File: src/rtl/operand_loader_pkg.sv
// Shared types and field helpers for the operand loader and the downstream
// bit-set stage: pair record, input FSM states, sign/magnitude extraction.
`ifndef OPERAND_LOADER_PKG_SV
`define OPERAND_LOADER_PKG_SV

// Sign bit and magnitude field of a sign-magnitude bit index of width n.
`define LOADER_SIGN(word, n) word[(n)-1]
`define LOADER_MAG(word, n)  word[(n)-2:0]

package operand_loader_pkg;

    // Operand width the pair record is built for.
    localparam int OPW = 8;

    typedef enum logic {
        ST_A = 1'b0,
        ST_B = 1'b1
    } ld_state_e;

    typedef struct packed {
        logic [OPW-1:0] a;
        logic [OPW-1:0] b;
        logic           inv;
    } pair_t;

endpackage

`endif

File: src/rtl/operand_loader_pair_fifo.sv
// pair_fifo: DEPTH-entry circular buffer of operand pairs. DEPTH must be a
// power of two (2 or 4) so pointers wrap naturally. Head is read straight
// from registered storage, so it is stable until a pop.
module pair_fifo
    import operand_loader_pkg::*;
#(
    parameter int DEPTH = 2
) (
    input  logic  clk,
    input  logic  rst_n,
    input  logic  clr,
    input  logic  push,
    input  logic  pop,
    input  pair_t push_data,
    output pair_t head,
    output logic  full,
    output logic  empty
);

    localparam int PW = $clog2(DEPTH);
    localparam int CW = $clog2(DEPTH + 1);

    logic [PW-1:0] wr_ptr_q, wr_ptr_d;
    logic [PW-1:0] rd_ptr_q, rd_ptr_d;
    logic [CW-1:0] count_q,  count_d;
    pair_t         mem_q [DEPTH];
    pair_t         mem_d [DEPTH];
    logic          do_push;
    logic          do_pop;

    assign full    = (count_q == CW'(DEPTH));
    assign empty   = (count_q == '0);
    // Clear overrides any push or pop in the same cycle.
    assign do_push = push && !full  && !clr;
    assign do_pop  = pop  && !empty && !clr;
    assign head    = mem_q[rd_ptr_q];

    // Pointer and occupancy update; clear empties the buffer.
    always_comb begin
        wr_ptr_d = wr_ptr_q;
        rd_ptr_d = rd_ptr_q;
        count_d  = count_q;
        if (clr) begin
            wr_ptr_d = '0;
            rd_ptr_d = '0;
            count_d  = '0;
        end else begin
            if (do_push) wr_ptr_d = wr_ptr_q + PW'(1);
            if (do_pop)  rd_ptr_d = rd_ptr_q + PW'(1);
            case ({do_push, do_pop})
                2'b10:   count_d = count_q + CW'(1);
                2'b01:   count_d = count_q - CW'(1);
                default: count_d = count_q;
            endcase
        end
    end

    // Pointer and occupancy registers.
    always_ff @(posedge clk or negedge rst_n) begin
        if (!rst_n) begin
            wr_ptr_q <= '0;
            rd_ptr_q <= '0;
            count_q  <= '0;
        end else begin
            wr_ptr_q <= wr_ptr_d;
            rd_ptr_q <= rd_ptr_d;
            count_q  <= count_d;
        end
    end

    for (genvar gi = 0; gi < DEPTH; gi++) begin : g_entry
        assign mem_d[gi] = (do_push && (wr_ptr_q == PW'(gi))) ? push_data : mem_q[gi];

        // Entry storage, written only at the write pointer.
        always_ff @(posedge clk or negedge rst_n) begin
            if (!rst_n) mem_q[gi] <= '0;
            else        mem_q[gi] <= mem_d[gi];
        end
    end

endmodule

File: src/rtl/operand_loader.sv
// operand_loader: serial A-then-B operand intake with bit-index pre-check,
// buffering complete pairs in pair_fifo for the bit-set stage.
// Optional feature macro: LOADER_DROP_INV_EN (drop invalid pairs, count them).
module operand_loader
    import operand_loader_pkg::*;
#(
    parameter int N     = OPW,   // pair_t is sized by OPW, so N must equal it
    parameter int DEPTH = 2
) (
    input  logic         in_clk,
    input  logic         in_rst_n,
    input  logic         in_clr,
    input  logic [N-1:0] in_data,
    input  logic         in_valid,
    output logic         o_ready,
    output logic [N-1:0] o_a,
    output logic [N-1:0] o_b,
    output logic         o_b_inv,
    output logic         o_valid,
    input  logic         in_ready
`ifdef LOADER_DROP_INV_EN
    ,
    output logic [7:0]   o_drop_cnt
`endif
);

    localparam logic [N-2:0] MAX_IDX = (N-1)'(N - 1);

    ld_state_e    state_q, state_d;
    logic [N-1:0] a_q, a_d;
    logic         inv;
    logic         push;
    logic         full;
    logic         empty;
    pair_t        push_data;
    pair_t        head;

    // B is a legal index only when positive and no larger than N-1.
    assign inv = `LOADER_SIGN(in_data, N) || (`LOADER_MAG(in_data, N) > MAX_IDX);

    assign push_data = '{a: a_q, b: in_data, inv: inv};

`ifdef LOADER_DROP_INV_EN
    logic [7:0] drop_cnt_q, drop_cnt_d;
    assign o_drop_cnt = drop_cnt_q;
`endif

    // Input FSM: A is always taken; B is taken only when the FIFO has room.
    always_comb begin
        state_d = state_q;
        a_d     = a_q;
        push    = 1'b0;
        o_ready = 1'b1;
`ifdef LOADER_DROP_INV_EN
        drop_cnt_d = drop_cnt_q;
`endif
        case (state_q)
            ST_A: begin
                if (in_valid) begin
                    a_d     = in_data;
                    state_d = ST_B;
                end
            end
            ST_B: begin
                o_ready = !full;
                if (in_valid && !full) begin
                    state_d = ST_A;
`ifdef LOADER_DROP_INV_EN
                    if (inv) begin
                        if (drop_cnt_q != 8'hFF) drop_cnt_d = drop_cnt_q + 8'd1;
                    end else begin
                        push = 1'b1;
                    end
`else
                    push = 1'b1;
`endif
                end
            end
            default: state_d = ST_A;
        endcase
        // Clear aborts a partial pair; A and the drop count are kept.
        if (in_clr) begin
            state_d = ST_A;
            a_d     = a_q;
            push    = 1'b0;
`ifdef LOADER_DROP_INV_EN
            drop_cnt_d = drop_cnt_q;
`endif
        end
    end

    // FSM, latched A word and drop counter registers.
    always_ff @(posedge in_clk or negedge in_rst_n) begin
        if (!in_rst_n) begin
            state_q <= ST_A;
            a_q     <= '0;
`ifdef LOADER_DROP_INV_EN
            drop_cnt_q <= '0;
`endif
        end else begin
            state_q <= state_d;
            a_q     <= a_d;
`ifdef LOADER_DROP_INV_EN
            drop_cnt_q <= drop_cnt_d;
`endif
        end
    end

    pair_fifo #(.DEPTH(DEPTH)) u_fifo (
        .clk       (in_clk),
        .rst_n     (in_rst_n),
        .clr       (in_clr),
        .push      (push),
        .pop       (in_ready),
        .push_data (push_data),
        .head      (head),
        .full      (full),
        .empty     (empty)
    );

    assign o_valid = !empty;
    assign o_a     = head.a;
    assign o_b     = head.b;
`ifdef LOADER_DROP_INV_EN
    assign o_b_inv = 1'b0;
`else
    assign o_b_inv = head.inv;
`endif

endmodule

File: config.mk
export PLATFORM = sky130hd
export DESIGN_NAME = operand_loader
export DESIGN_NICKNAME = d
export VERILOG_FILES = /design/src/rtl/operand_loader_pkg.sv /design/src/rtl/operand_loader_pair_fifo.sv /design/src/rtl/operand_loader.sv
export SDC_FILE = /design/constraint.sdc
export NUM_CORES = 1
export LEC_CHECK = 0
export BUFFER_PORTS_ARGS = -buffer_cell sky130_fd_sc_hd__buf_2
export CAP_MARGIN = 25
export CORE_MARGIN = 4
export CORE_UTILIZATION = 25
export DETAILED_ROUTE_END_ITERATION = 12
export HOLD_SLACK_MARGIN = 0.15
export PLACE_DENSITY = 0.49
export SETUP_SLACK_MARGIN = 0.4
export SYNTH_ARGS = -nofsm -noshare
export SYNTH_HDL_FRONTEND = slang
export SYNTH_HIERARCHICAL = 1
export SYNTH_SLANG_ARGS = --single-unit
File: constraint.sdc
create_clock -name in_clk -period 3.4 [get_ports in_clk]
set_input_delay 0.17 -clock in_clk [delete_from_list [all_inputs] [get_ports in_clk]]
set_output_delay 0.17 -clock in_clk [all_outputs]
set_load 0.005 [all_outputs]
==> flow_metrics.py, run 1 <==
metrics = {
    "outcome": {
        "outcome": "complete, no violations",
    },
    "pwr": {
        "p_int_mw": 1.06,
        "powerDensity_nw_per_um2": 545,
        "p_clk_share_pct": 28.3,
        "peakVddDrop_mv": 0.205,
        "p_leak_nw": 1.19,
        "power_switching_mw": 0.343,
        "p_sw_share_pct": 24.3,
        "pwr-share-seq_pct": 50.7,
        "p_comb_share_pct": 21.0,
    },
    "layout": {
        "final_util_pct": 31.4,
        "nets": 198,
        "postLayoutCellArea_um2": 2580,
        "area_growth_pct": 22.0,
        "final_cell_count_no_fill": 290,
        "n_antenna_cell": 0,
        "drive_gt1_share_pct": 55.7,
    },
    "critical_path": {
        "slowest_delay_ps": 620,
        "crit_arrival_ps": 2880,
        "r2r_start": "u_fifo/count_q[1]$_DFFE_PN0P_",
        "worstPathMaxFanout": 17,
        "criticalPathCategory": "reg -> reg",
        "path_delay_family": "simple AND/OR/NAND/NOR gates",
        "worst-r2r-setup-slack_ps": 710,
        "worstPathRequired_ps": 3590,
        "startpoint_type": "flop",
        "path_cells": "nor2b_2 -> nor4bb_1 -> inv_1 -> or4b_1 -> buf_4 -> mux2_4",
        "reg2reg_depth": 6,
        "r2r_end": "u_fifo/mem_q[14]$_DFFE_PN0P_",
        "slowest_stage": "nor4bb_1",
        "crit_buf_inv": 2,
        "worst_setup_path_end_kind": "flop",
    },
    "placed_design": {
        "dp.cells": 275,
        "port-buffer-count": 31,
        "gp_congestion": 0.753,
        "placed_area_um2": 2400,
        "post-dp-hpwl_mm": 2.79,
    },
    "logic_synthesis": {
        "synth_edf_count": 0,
        "ys_ff_latch": 47,
        "async_flop_share_pct": 100,
        "synthCells": 141,
        "yosysMostFrequentCell": "mux2_2",
        "avgSynthCellArea_um2": 15.0,
        "syn-cell-area_um2": 2120,
        "syn-num-nets": 154,
        "ys_seq_area_share_pct": 55.5,
        "synth_top_area_cell": "dfrtp_1",
        "synth_cell_types": 26,
        "synth_commonest_cells": "mux2_2, dfrtp_1, mux2_4",
        "ys_warn_count": 6,
        "ys.flop_type": "dfrtp_1",
        "yosys-top-cells-area": "dfrtp_1, mux2_2, mux2_4",
        "synth_top_area_share_pct": 55.5,
    },
    "timing": {
        "max_freq_ghz": 0.371,
        "min_period_over_period_pct": 79.3,
        "finalHoldViolCount": 0,
        "period_minus_slack_ps": 2690,
        "worstMarginPinSlew_ps": 820,
        "relSlewSlack_pct": 45.3,
        "setup_viol": 0,
        "rsz0062_at_grt": "false",
        "final_max_slew_viol_count": 0,
        "fin_skew_ps": 5.85,
        "setup-tns-final_ps": 0,
    },
    "clock_tree": {
        "cts_setup_buffers": 0,
        "cts_max_level": 2,
        "clk_latency_ps": 300,
        "cts_root_buf": "clkbuf_8",
        "clockBufferDepth": 2,
        "path_clk_slew_ps": 80,
        "numCtsBuffers": 5,
        "clock-sinks": 47,
        "cts_tree": "yes",
    },
    "hold_path": {
        "holdCritPathClass": "in -> reg",
        "hold_depth": 2,
        "hold_end": "u_fifo/mem_q[8]$_DFFE_PN0P_",
        "hp-start": "in_data[7]",
    },
    "global_route": {
        "antenna_found_initial": 0,
        "overflow": 0,
        "grt_pass1_vias": 1352,
        "grt_pass1_wl_mm": 7.15,
        "grtUsageTotal_pct": 9.08,
        "grt_max_degree": 26,
    },
    "detailed_routing": {
        "wire_per_inst_um": 14.2,
        "vias": 1228,
        "drtAntennaViolNets": 0,
        "first_pass_iters": 4,
        "drt_iter0_drc": 22,
        "drc": 0,
        "drt-vias-per-instance": 4.23,
        "wl_mm": 4.11,
    },
    "floorplan": {
        "rows": 33,
        "core_area_um2": 8220,
        "io_pins": 32,
        "dieHeight_um": 100,
        "die_x_um": 100,
        "die-area_um2": 10000,
        "start_util_pct": 25.8,
    },
    "run": {
        "drv_cap": 0,
    },
}
==> cells in the final DEF (no fill, tap or decap) <==
cell and instances:
buf_2 31, mux2_2 49, nor4bb_1 1, dfrtp_1 47
a31oi_1 1, buf_12 1, inv_1 2, and3b_1 1
buf_4 2, dlygate4sd3_1 8, nand2_1 3, mux2_4 10
nor3b_4 1, a21oi_1 2, clkbuf_8 5, or4b_2 1
nor4_4 1, nor2b_2 1, nand3_1 1, nor3_1 2
clkbuf_1 1, nand3b_1 1, or3_1 1, bufinv_16 1
xor2_1 1, nor2_1 5, a22oi_1 1, o21ai_0 3
or4b_1 1
==> cell families (layout without fill, tap and decap cells) <==
group                     Yosys count  count (layout)  synth area share [%]
AOI/OAI and AO/OA                   7               7                  1.83
buffers and inverters               7              51                  2.19
xor gates and xnor gates            1               1                 0.414
DFF                                47              47                  55.5
and+or+nand+nor                    20              20                  6.91
muxes                              59              59                  33.1
==> how the worst max path moves through the flow <==
| stage | from | endpoint | slack (ps) | depth (start not counted) |
|---|---|---|---|---|
| 6_report | u_fifo/count_q[1]$_DFFE_PN0P_ | u_fifo/mem_q[14]$_DFFE_PN0P_ | 710 | 6 |
| 5_1_grt | u_fifo/count_q[1]$_DFFE_PN0P_ | u_fifo/mem_q[13]$_DFFE_PN0P_ | 450 | 6 |
| 4_1_cts | u_fifo/count_q[1]$_DFFE_PN0P_ | u_fifo/mem_q[14]$_DFFE_PN0P_ | 690 | 6 |
| 3_5_place_dp | u_fifo/count_q[1]$_DFFE_PN0P_ | u_fifo/mem_q[14]$_DFFE_PN0P_ | 700 | 6 |
| 3_3_place_gp | u_fifo/count_q[1]$_DFFE_PN0P_ | u_fifo/mem_q[12]$_DFFE_PN0P_ | 790 | 6 |
| 2_1_floorplan | u_fifo/count_q[1]$_DFFE_PN0P_ | u_fifo/mem_q[10]$_DFFE_PN0P_ | 870 | 7 |
==> cell type report <==
cell class                      count  area, µm²
Fill cell                         823       5630
Sequential cell                    47       1180
Multi-Input combinational cell     87        896
Timing Repair Buffer               42        270
Tap cell                          105        131
Clock buffer                        6       72.6
Clock inverter                      1       30.0
Inverter                            2       7.51
==> routing by layer <==
layer | global-route usage, % | part of all wire, % | vias up
met5 | 0 | 0 | -
met4 | 3.11 | 1.5 | 0
met3 | 2.43 | 3.6 | 6
met2 | 14.1 | 45 | 22
met1 | 12.3 | 50 | 601
li1 | - | - | 599
==> power groups by stage <==
| stage | Combinational (mW) | Sequential [mW] | Clock (mW) |
|---|---|---|---|
| after floorplan | 0.183 | 0.706 | 0 |
| after global placement | 0.289 | 0.724 | 0 |
| after detailed placement | 0.297 | 0.727 | 0 |
| after CTS | 0.305 | 0.715 | 0.416 |
| after global routing | 0.330 | 0.727 | 0.443 |
| final | 0.296 | 0.713 | 0.399 |
==> metrics by stage <==
step | setup WS, ps | power (mW) | hold slack [ps]
2_1_floorplan | 869 | 0.890 | -126
3_3_place_gp | 785 | 1.01 | 437
3_5_place_dp | 700 | 1.02 | 190
4_1_cts | 686 | 1.44 | 151
5_1_grt | 450 | 1.50 | 176
6_report | 705 | 1.41 | 170
==> registers in the layout, summed over array words and instances (netlist names) <==
signal,flops
state_q,1
u_fifo/mem_q,34
a_q,8
u_fifo/count_q,2
u_fifo/wr_ptr_q,1
u_fifo/rd_ptr_q,1
==> what timing repair did <==
action / in CTS / in global routing
endpoints found under the hold margin: 36 / 1
hold buffers: 7 / 1
gates resized for setup: 0 / 0
endpoints found under the setup margin: 0 / 0
(Power assumes the default switching activity.)
==> inputs of run 2 (changes only) <==
- PLACE_DENSITY: 0.49 -> 0.51
- clock period: 3.4 -> 2.47 ns (I/O delays scaled with it)
==> flow_metrics.py, run 2 (same netlist as run 1, synthesis figures left out) <==
metrics = {
    "critical_path": {
        "slowest_stage": "or4b_4",
        "r2r_end": "u_fifo/mem_q[4]$_DFFE_PN0P_",
        "worstPathMaxFanout": 8,
        "reg2reg_depth": 6,
        "worstPathRequired_ps": 2660,
        "slowest_delay_ps": 540,
        "r2r_start": "u_fifo/count_q[1]$_DFFE_PN0P_",
        "startpoint_type": "flop",
        "path_cells": "nor2b_4 -> nor4bb_4 -> inv_2 -> or4b_4 -> clkbuf_16 -> mux2_4",
        "worst_setup_path_end_kind": "flop",
        "crit_arrival_ps": 2260,
        "worst-r2r-setup-slack_ps": 400,
        "criticalPathCategory": "reg -> reg",
        "path_delay_family": "simple AND/OR/NAND/NOR gates",
        "crit_buf_inv": 2,
    },
    "placed_design": {
        "port-buffer-count": 31,
        "placed_area_um2": 2460,
        "gp_congestion": 0.667,
        "post-dp-hpwl_mm": 2.79,
    },
    "clock_tree": {
        "path_clk_slew_ps": 90,
        "clock-sinks": 47,
        "cts_tree": "yes",
        "cts_root_buf": "clkbuf_8",
        "cts_max_level": 2,
        "clockBufferDepth": 2,
        "numCtsBuffers": 5,
        "clk_latency_ps": 300,
    },
    "pwr": {
        "p_leak_nw": 1.29,
        "powerDensity_nw_per_um2": 694,
        "peakVddDrop_mv": 0.232,
    },
    "layout": {
        "n_antenna_cell": 0,
        "layout_common_cells": "dfrtp_1, mux2_2, buf_2, mux2_4, dlygate4sd3_1",
        "drive_gt1_share_pct": 59.4,
        "top_register": "u_fifo/mem_q",
        "nets": 209,
        "layout_commonest_cell": "dfrtp_1",
        "n_fill_cell": 803,
        "largest_reg_flops": 34,
        "reg_top3": "u_fifo/mem_q (34), a_q (8), u_fifo/count_q (2)",
        "postLayoutCellArea_um2": 2750,
        "area_growth_pct": 29.7,
    },
    "detailed_routing": {
        "first_pass_iters": 4,
        "wl_mm": 4.31,
        "wire_per_inst_um": 14.3,
        "drt_iter0_drc": 21,
        "vias": 1306,
        "drc": 0,
        "drtAntennaViolNets": 0,
        "drt-vias-per-instance": 4.32,
    },
    "timing": {
        "rsz0062_at_grt": "true",
        "max_freq_ghz": 0.483,
        "setup_viol": 0,
        "min_period_over_period_pct": 83.8,
        "period_minus_slack_ps": 2070,
        "worstMarginPinSlew_ps": 503,
        "fin_skew_ps": 10.7,
        "final_max_slew_viol_count": 0,
        "relSlewSlack_pct": 66.5,
        "finalHoldViolCount": 0,
        "setup-tns-final_ps": 0,
    },
    "hold_path": {
        "holdCritPathClass": "in -> reg",
        "hp-start": "in_clr",
        "hold_end": "u_fifo/rd_ptr_q$_DFFE_PN0P_",
        "hold_depth": 2,
    },
    "floorplan": {
        "dieHeight_um": 100,
        "core_area_um2": 8220,
        "io_pins": 32,
        "rows": 33,
        "start_util_pct": 25.8,
        "die-area_um2": 10000,
        "die_x_um": 100,
    },
    "global_route": {
        "grt_pass1_wl_mm": 7.31,
        "grtUsageTotal_pct": 9.25,
        "grt_max_degree": 28,
        "grt_pass1_vias": 1424,
        "overflow": 0,
        "antenna_found_initial": 0,
    },
    "outcome": {
        "outcome": "complete, no violations",
    },
    "run": {
        "drv_cap": 0,
    },
}
run 2: timing repair:
item / CTS / global route
hold buffers: 11 / 0
pin swaps: 1 / 2
hold endpoints to repair: 46 / 0
setup endpoints to repair: 34 / 35
resized for setup: 5 / 1
setup buffers: 2 / 3
cloned: 0 / 1
run 2: stage by stage:
| step | power, mW | util (%) | hold WS [ps] | std cells | setup WS (ps) |
|---|---|---|---|---|---|
| 2_1_floorplan | 1.25 | - | -172 | 141 | 217 |
| 3_3_place_gp | 1.43 | 29.9 | 113 | 277 | 296 |
| 3_5_place_dp | 1.44 | 29.9 | 112 | 277 | 257 |
| 4_1_cts | 1.95 | 32.8 | 174 | 298 | 398 |
| 5_1_grt | 2.04 | 33.4 | 194 | 302 | 333 |
| 6_report | 1.91 | 33.4 | 194 | 302 | 401 |
run 2: layer usage:
metal / track usage [%] / vias to the layer above / wire, µm
met5: 0 / - / 0
met4: 2.80 / 0 / 38
met3: 2.43 / 5 / 169
met2: 13.7 / 21 / 1920
met1: 13.3 / 653 / 2180
li1: - / 627 / -
run 2: report_power, final:
part | internal, mW | leakage, nW | switching, mW
registers | 0.907 | 0.602 | 0.0769
clock network | 0.229 | 0.0516 | 0.254
logic | 0.292 | 0.633 | 0.148
run 2: final cells by class:
cell class / count / area (µm²) / share of cell area, %
clock inverters: 2 / 13.8 / 0.501
repair buffers: 53 / 382 / 13.9
flip-flops and latches: 47 / 1180 / 42.9
multi-input cells: 87 / 953 / 34.7
clock buffers: 6 / 82.6 / 3.01
well taps: 105 / 131 / 4.78
inverters: 2 / 7.51 / 0.273
run 2: worst max path at each step:
stage                                  startpoint                      endpoint  slack (ps)  cells past startpoint
finish              u_fifo/count_q[1]$_DFFE_PN0P_   u_fifo/mem_q[4]$_DFFE_PN0P_         400                      6
global route        u_fifo/count_q[1]$_DFFE_PN0P_   u_fifo/mem_q[4]$_DFFE_PN0P_         330                      6
CTS                 u_fifo/count_q[1]$_DFFE_PN0P_  u_fifo/mem_q[14]$_DFFE_PN0P_         400                      6
detailed placement  u_fifo/count_q[1]$_DFFE_PN0P_   u_fifo/mem_q[5]$_DFFE_PN0P_         260                      6
global placement    u_fifo/count_q[1]$_DFFE_PN0P_  u_fifo/mem_q[10]$_DFFE_PN0P_         300                      6
floorplan           u_fifo/count_q[1]$_DFFE_PN0P_  u_fifo/mem_q[10]$_DFFE_PN0P_         220                      7
==> inputs of run 3 (changes only) <==
- ABC_AREA: not set -> 1
- clock period: 2.47 -> 1.7 ns (I/O delays scaled with it)
==> flow_metrics.py, run 3 <==
metrics = {
    "outcome": {
        "outcome": "complete, no violations",
    },
    "layout": {
        "area_growth_pct": 54.7,
        "layout_commonest_cell": "nand2_1",
        "reg_top3": "u_fifo/mem_q (34), a_q (8), u_fifo/count_q (2)",
        "final_util_pct": 39.9,
        "top_register": "u_fifo/mem_q",
        "largest_reg_flops": 34,
        "nets": 347,
        "layout_common_cells": "nand2_1, dfrtp_1, inv_1, buf_2, o21ai_2",
        "n_antenna_cell": 0,
        "drive_gt1_share_pct": 43.3,
    },
    "logic_synthesis": {
        "ys_warn_count": 6,
        "async_flop_share_pct": 100,
        "synth_top_area_cell": "dfrtp_1",
        "synth_commonest_cells": "nand2_1, dfrtp_1, inv_1",
        "synth_top_area_share_pct": 52.3,
        "synth_edf_count": 0,
        "ys_ff_latch": 47,
        "ys_seq_area_share_pct": 52.3,
        "yosysMostFrequentCell": "nand2_1",
        "syn-cell-area_um2": 2250,
        "ys.flop_type": "dfrtp_1",
        "avgSynthCellArea_um2": 8.48,
        "yosys-top-cells-area": "dfrtp_1, nand2_1, o21ai_0",
        "syn-num-nets": 278,
        "synth_cell_types": 22,
        "synthCells": 265,
    },
    "clock_tree": {
        "cts_root_buf": "clkbuf_8",
        "clock-sinks": 47,
        "clockBufferDepth": 2,
        "path_clk_slew_ps": 90,
        "cts_tree": "yes",
        "cts_max_level": 2,
        "clk_latency_ps": 310,
        "numCtsBuffers": 5,
    },
    "run": {
        "drv_cap": 0,
    },
    "placed_design": {
        "gp_congestion": 0.747,
        "port-buffer-count": 31,
        "post-dp-hpwl_mm": 3.33,
    },
    "global_route": {
        "grt_pass1_wl_mm": 9.72,
        "grt_pass1_vias": 1886,
        "use_met3_pct": 2.57,
        "grt_max_degree": 48,
        "overflow": 0,
        "grtUsageTotal_pct": 12.1,
        "use_met2_pct": 18.5,
        "grt_use_met1_pct": 16.9,
        "top_usage_layer": "met2",
        "antenna_found_initial": 0,
    },
    "critical_path": {
        "slowest_stage": "dfrtp_1",
        "worst-r2r-setup-slack_ps": 230,
        "slowest_delay_ps": 410,
        "crit_arrival_ps": 1670,
        "cp.depth": 8,
        "startpoint_type": "flop",
        "path_cells": "nand2_4 -> inv_4 -> nor3_4 -> nand2_4 -> nor3_4 -> buf_6 -> clkbuf_16 -> o21ai_1",
        "worst_setup_path_end_kind": "flop",
        "path_delay_family": "simple AND/OR/NAND/NOR gates",
        "reg2reg_depth": 8,
        "worstPathMaxFanout": 8,
        "criticalPathCategory": "reg -> reg",
        "crit_buf_inv": 3,
        "worstPathRequired_ps": 1900,
    },
    "floorplan": {
        "start_util_pct": 25.8,
        "rows": 34,
        "die-area_um2": 10600,
        "io_pins": 32,
        "die_x_um": 103,
        "dieHeight_um": 103,
        "core_area_um2": 8720,
    },
    "timing": {
        "min_period_over_period_pct": 86.4,
        "fin_skew_ps": 7.48,
        "worstMarginPinSlew_ps": 280,
        "setup-tns-final_ps": 0,
        "rsz0062_at_grt": "true",
        "holdWs_ps": 176,
        "max_freq_ghz": 0.681,
        "relSlewSlack_pct": 81.3,
        "period_minus_slack_ps": 1470,
        "setup_viol": 0,
        "finalHoldViolCount": 0,
        "final_max_slew_viol_count": 0,
    },
    "pwr": {
        "powerDensity_nw_per_um2": 1300,
        "p_leak_nw": 1.76,
        "peakVddDrop_mv": 0.635,
    },
    "detailed_routing": {
        "drc": 0,
        "drt-vias-per-instance": 4.43,
        "vias": 1962,
        "drtAntennaViolNets": 0,
        "wire_per_inst_um": 14.6,
        "wl_mm": 6.45,
        "drt_iter0_drc": 58,
        "first_pass_iters": 4,
    },
    "hold_path": {
        "hold_depth": 4,
        "holdCritPathClass": "in -> reg",
    },
}
[run 3: cell types whose count changed after synthesis, sizes merged, moves of 4 or more]
cell	before	now
nand2	3	85
mux2	59	0
o21ai	3	52
inv	2	44
nand3	1	11
buf	3	7
[run 3: tightest hold or removal path, stage by stage]
cell     delay [ps]
buf_2           210
a21oi_2          60
nand2_1          50
nand2_1          40
[run 3: final timing paths]
check                                         startpoint                            end
setup / recovery           u_fifo/count_q[1]$_DFFE_PN0P_    u_fifo/mem_q[3]$_DFFE_PN0P_
hold / removal                                    in_clr  u_fifo/count_q[0]$_DFFE_PN0P_
setup reg to reg           u_fifo/count_q[1]$_DFFE_PN0P_    u_fifo/mem_q[3]$_DFFE_PN0P_
hold reg to reg             u_fifo/mem_q[26]$_DFFE_PN0P_   u_fifo/mem_q[26]$_DFFE_PN0P_
max in group asynchronous                       in_rst_n  u_fifo/count_q[1]$_DFFE_PN0P_
min in group asynchronous                       in_rst_n   u_fifo/mem_q[16]$_DFFE_PN0P_
[run 3: power breakdown]
part | internal, mW | total [mW] | leakage (nW) | switching [mW]
logic | 0.969 | 1.96 | 1.14 | 0.996
clock network | 0.484 | 0.890 | 0.0618 | 0.406
registers | 1.47 | 1.68 | 0.555 | 0.214
total | 2.92 | 4.54 | 1.76 | 1.62
[run 3: per-stage QoR]
step / cell area [µm²] / worst slack, ps / power [mW] / instances
detailed placement: 2540 / 173 / 2.87 / 399
floorplan: 2270 / 240 / 2.42 / 265
global placement: 2540 / 206 / 2.84 / 399
finish: 3480 / 232 / 4.54 / 443
CTS: 3190 / 221 / 4.25 / 437
global route: 3480 / 164 / 4.85 / 443
[run 3: what timing repair did]
item                       CTS  global route
hold buffers                12             0
setup buffers               12             2
pin swaps                   14             9
gates resized for setup     56            50
setup endpoints to repair   53            56
hold endpoints to repair    71             0
cloned                       6             4
[run 3: cell families (layout without fill, tap and decap cells)]
| logic type | count (synthesis) | in the layout | share of synthesized area (%) |
|---|---|---|---|
| DFF | 47 | 47 | 52.3 |
| and+or+nand+nor | 107 | 107 | 21.5 |
| buffers and inverters | 54 | 124 | 11.1 |
| AOI/OAI and AO/OA | 57 | 57 | 15.1 |
[run 3: layout make-up]
cell class              count  area (µm²)
well taps                 108         135
clock inverters             2        38.8
multi-input cells         164        1080
clock buffers               6        82.6
inverters                  44         170
flip-flops and latches     47        1180
repair buffers             72         790
fillers                   851        5240
[run 3: layer usage]
layer	routed length (µm)	vias up	share of wire, %
li1	-	972	-
met1	2990	944	46
met2	3050	38	47
met3	339	8	5.3
met4	73	0	1.1
met5	0	-	0
